## config.mk

```make
export PLATFORM = sky130hd
export DESIGN_NAME = cdc_handshake_receiver
export DESIGN_NICKNAME = d
export VERILOG_FILES = /design/src/rtl/cdc_handshake_receiver.sv
export SDC_FILE = /design/constraint.sdc
export NUM_CORES = 1
export LEC_CHECK = 0
export ABC_AREA = 1
export CAP_MARGIN = 10
export CORE_MARGIN = 3
export CORE_UTILIZATION = 37
export CTS_BUF_LIST = sky130_fd_sc_hd__clkbuf_4 sky130_fd_sc_hd__clkbuf_8
export DETAILED_ROUTE_END_ITERATION = 8
export GPL_TIMING_DRIVEN = 0
export RECOVER_POWER = 25
export SLEW_MARGIN = 20
export SYNTH_ARGS = -nofsm -noshare
export SYNTH_HDL_FRONTEND = slang
export SYNTH_SLANG_ARGS = --single-unit
```

## constraint.sdc

```tcl
create_clock -name clk_i -period 1.8 [get_ports clk_i]
set_clock_uncertainty 0.1 [all_clocks]
set_input_delay 0.27 -clock clk_i [delete_from_list [all_inputs] [get_ports clk_i]]
set_output_delay 0.27 -clock clk_i [all_outputs]
set_load 0.01 [all_outputs]
```

## src/rtl/cdc_handshake_receiver.sv

```systemverilog
// Receiving end of a two-phase req/ack CDC handshake. The foreign req toggle
// is synchronized into clk_i, the held data word is captured into a small
// first-word-fall-through FIFO, and ack is toggled back only once the word is
// actually stored, so a stalled consumer throttles the sender.
module cdc_handshake_receiver #(
    parameter int Bits       = 8,
    parameter int Depth      = 4,
    parameter int SyncStages = 2
) (
    input  logic                     clk_i,
    input  logic                     rst_ni,
    input  logic                     req_i,
    input  logic [Bits-1:0]          data_i,
    output logic                     ack_o,
    output logic                     valid_o,
    input  logic                     ready_i,
    output logic [Bits-1:0]          data_o,
    output logic [$clog2(Depth):0]   level_o
);

    localparam int PtrW = $clog2(Depth);
    localparam logic [PtrW-1:0] PtrOne = 1;
    localparam logic [PtrW:0]   CntOne = 1;
    localparam logic [PtrW:0]   CntFull = Depth[PtrW:0];

    logic [SyncStages-1:0] req_pipe;
    logic                  req_s;
    logic                  ack_q;
    logic [PtrW-1:0]       wr_ptr, rd_ptr;
    logic [PtrW:0]         count;
    logic [Bits-1:0]       mem [Depth];

    logic pending, full, empty, push, pop;

    assign req_s = req_pipe[SyncStages-1];

    // Push/pop qualification; a push never relies on a same-cycle pop.
    always_comb begin
        pending = (req_s != ack_q);
        full    = (count == CntFull);
        empty   = (count == '0);
        push    = pending && !full;
        pop     = !empty && ready_i;
    end

    // Plain flop chain for the asynchronous req toggle, nothing in between.
    always_ff @(posedge clk_i) begin
        if (!rst_ni) req_pipe <= '0;
        else         req_pipe <= {req_pipe[SyncStages-2:0], req_i};
    end

    // Ack follows the synchronized req only when the word has been stored.
    always_ff @(posedge clk_i) begin
        if (!rst_ni)   ack_q <= 1'b0;
        else if (push) ack_q <= req_s;
    end

    // Storage array; data_i is held stable by the sender while pending.
    always_ff @(posedge clk_i) begin
        if (push) mem[wr_ptr] <= data_i;
    end

    // Pointers wrap naturally at Depth; count tracks occupancy.
    always_ff @(posedge clk_i) begin
        if (!rst_ni) begin
            wr_ptr <= '0;
            rd_ptr <= '0;
            count  <= '0;
        end else begin
            if (push) wr_ptr <= wr_ptr + PtrOne;
            if (pop)  rd_ptr <= rd_ptr + PtrOne;
            case ({push, pop})
                2'b10:   count <= count + CntOne;
                2'b01:   count <= count - CntOne;
                default: count <= count;
            endcase
        end
    end

    assign ack_o   = ack_q;
    assign valid_o = !empty;
    assign data_o  = mem[rd_ptr];
    assign level_o = count;

endmodule

```

==> run_results.csv <==
group,metric,value,unit
run_status,outcome,"finished clean",
synthesis,synth_cell_type_count,20,
timing,fmax,567,MHz
cts,tritoncts,"yes",
cts,cts_inserted_buffers,5,
timing,slew_violations,0,
cts,clock-root-buffer,"clkbuf_8",
timing,post-route-min-period,1.76,ns
timing,grt_setup_unrepaired,"true",
detailed_routing,drc,0,
power_and_ir_drop,leakage,0.900,nW
final_layout,drive_gt1_share,26.6,%
grt,grt_use_met1,16.6,%
power_and_ir_drop,ir_drop,0.000573,V
worst_setup_path,reg2reg_slack,0.04,ns
grt,antenna_found_initial,0,
timing,setup_viol,0,
floorplan,core_area,4530,sq um
final_layout,finalInstanceArea,2320,sq um
grt,grt_pass1_vias,1194,
final_layout,area_growth,29.0,%
worst_setup_path,worst-setup-path-type,"register to register",
worst_setup_path,cp.required,1.89,ns
timing,slew_headroom,43.4,%
synthesis,synth.ff_latch_count,44,
final_layout,nFillCells,410,
final_layout,n_antenna_cell,0,
worst_setup_path,r2r_start,"level_o[1]",
detailed_routing,ant_nets,0,
floorplan,chipWidth,75.8,um
synthesis,syn-cell-area,1800,sq um
synthesis,synth_nets,180,
placed_design,place_area,2120,sq um
cts,cts_buffer_depth,2,
final_layout,final_common_cell,"edfxtp_1",
grt,grtUsageMet2,21.7,%
cts,cts.htree.levels,2,
placed_design,dp_cells,250,
floorplan,die_h,75.8,um
worst_setup_path,critPathCaptureType,"register",
flow_run,cap_violations,0,
synthesis,yosys_warnings,0,
floorplan,dieArea,5740,sq um
floorplan,ioPinCount,25,
grt,grt_use_met3,4.35,%
final_layout,mostFrequentLayoutCells,"edfxtp_1, nor2_1, nand2_1",
detailed_routing,via_count,1237,
timing,tightest_slew,0.845,ns
final_layout,instances_no_fill,268,
grt,grt-ovfl-total,0,
timing,post-route-period-util,97.9,%
worst_setup_path,reg2reg_to,"level_o[2]",
final_layout,multi_input_area,529,sq um
cts,worstSkewPairLatency,0.29,ns
placed_design,port_buffers,23,
detailed_routing,first_pass_iters,5,
synthesis,synth_area_per_cell,11.1,sq um
detailed_routing,first_iter_violations,60,
synthesis,synth.yosys.seq_area_share,66.7,%
worst_setup_path,critPathMaxFanout,5,
cts,path_clk_slew,0.08,ns
synthesis,synth_cells,162,
floorplan,start_util,39.7,%
min_path,hp-start,"rst_ni",
final_layout,nets,220,
final_layout,regArea,1210,sq um
floorplan,rows,24,
worst_setup_path,cp-start-kind,"register",
power_and_ir_drop,power,3.28,mW
worst_setup_path,cp-startpoint,"level_o[1]",
placed_design,place.gp.congestion,0.792,
timing,finalHoldViolCount,0,
worst_setup_path,crit_end,"level_o[2]",
cts,cts.hold.buffers_added,0,
min_path,hold_class,"input port to register",
grt,grt_max_degree,16,
detailed_routing,routed_wl,3540,um
worst_setup_path,rr_worst_depth,10,
cts,cts.sinks,44,
min_path,worstHoldPathCells,3,
grt,grt-busiest-layer,"met2",
worst_setup_path,crit_arrival,1.85,ns
placed_design,dp_hpwl,2370,um
grt,grt_pass1_wl,5490,um
detailed_routing,via_per_inst,4.62,
grt,globalRouteTotalUtil,13.1,%
detailed_routing,wl_per_cell,13.2,um
power_and_ir_drop,power_density,1410,nW/um^2
-- what timing repair did --
item	CTS	global route
resized for setup	26	21
setup endpoints to repair	19	22
pin swaps	3	5
buffers inserted	7	3
-- stage by stage --
step | hold slack, ns | setup WS (ns) | setup TNS [ns] | util [%]
after global placement | 0.297 | -0.280 | -1.42 | 46.7
after floorplan | 0.268 | 0.0240 | 0 | -
after global routing | 0.173 | -0.0366 | -0.0829 | 51.3
after detailed placement | 0.307 | -0.323 | -1.82 | 46.7
final | 0.175 | 0.0376 | 0 | 51.3
after CTS | 0.161 | 0.0105 | 0 | 50.9
-- critical path: stages, from the launching register on --
cell     delay [ns]
dfxtp_4        0.36
nor2_4         0.13
nand2_2        0.09
nand2_4        0.10
ha_4           0.14
inv_2          0.04
fa_2           0.36
nand2_1        0.10
nand3_2        0.09
nor2_1         0.10
nor2_1         0.05
-- flip-flops by register name, summed over array words and instances, names as in the netlist, named ones only --
signal,count
mem,32
level_o,3
rd_ptr,2
wr_ptr,2
req_pipe,2
ack_o,1
-- power breakdown --
part	switching [mW]	total [mW]	internal, mW
Sequential	0.0876	1.31	1.22
Combinational	0.657	1.22	0.567
Clock	0.329	0.747	0.418
Total	1.07	3.28	2.21
-- synthesized netlist by cell type, drive strengths merged --
| cell type | instances | share of area (%) |
|---|---|---|
| nand2 | 22 | 5.0 |
| a21oi | 4 | 1.1 |
| inv | 22 | 4.6 |
| edfxtp | 32 | 53 |
| ha | 5 | 3.5 |
| fa | 1 | 1.1 |
| nor3 | 1 | 0.28 |
| nor2 | 31 | 7.0 |
| nand3 | 3 | 0.83 |
| o21ai | 18 | 5.6 |
| dfxtp | 12 | 13 |
| o22ai | 8 | 2.8 |
| buf | 3 | 1.5 |
-- how the worst min path moves through the flow --
stage	slack, ns	to
final	0.17	req_pipe[0]
after CTS	0.16	req_pipe[0]
after detailed placement	0.31	req_pipe[1]
after global placement	0.30	req_pipe[1]
after floorplan	0.27	req_pipe[0]
after global routing	0.17	req_pipe[1]
-- per-layer routing --
metal | wire (um) | up-vias | share of wire (%)
li1 | - | 620 | -
met1 | 1540 | 586 | 44
met2 | 1840 | 29 | 52
met3 | 144 | 2 | 4.1
met4 | 15 | 0 | 0.42
met5 | 0 | - | 0
-- kinds of logic after synthesis --
group	share of synthesized area [%]
simple gates	13.1
flops	66.7
buf+inv	6.11
compound gates	9.51
fa+ha+maj	4.58
-- area by class of cell --
type | count | area share, %
Buffer | 3 | 1.35
Clock buffer | 5 | 2.96
Clock inverter | 3 | 1.99
Inverter | 22 | 3.66
Multi-Input combinational cell | 93 | 22.8
Sequential cell | 44 | 52.2
Tap cell | 65 | 3.50
Timing Repair Buffer | 33 | 11.6
Note: power is estimated with default switching activity, not from simulation.
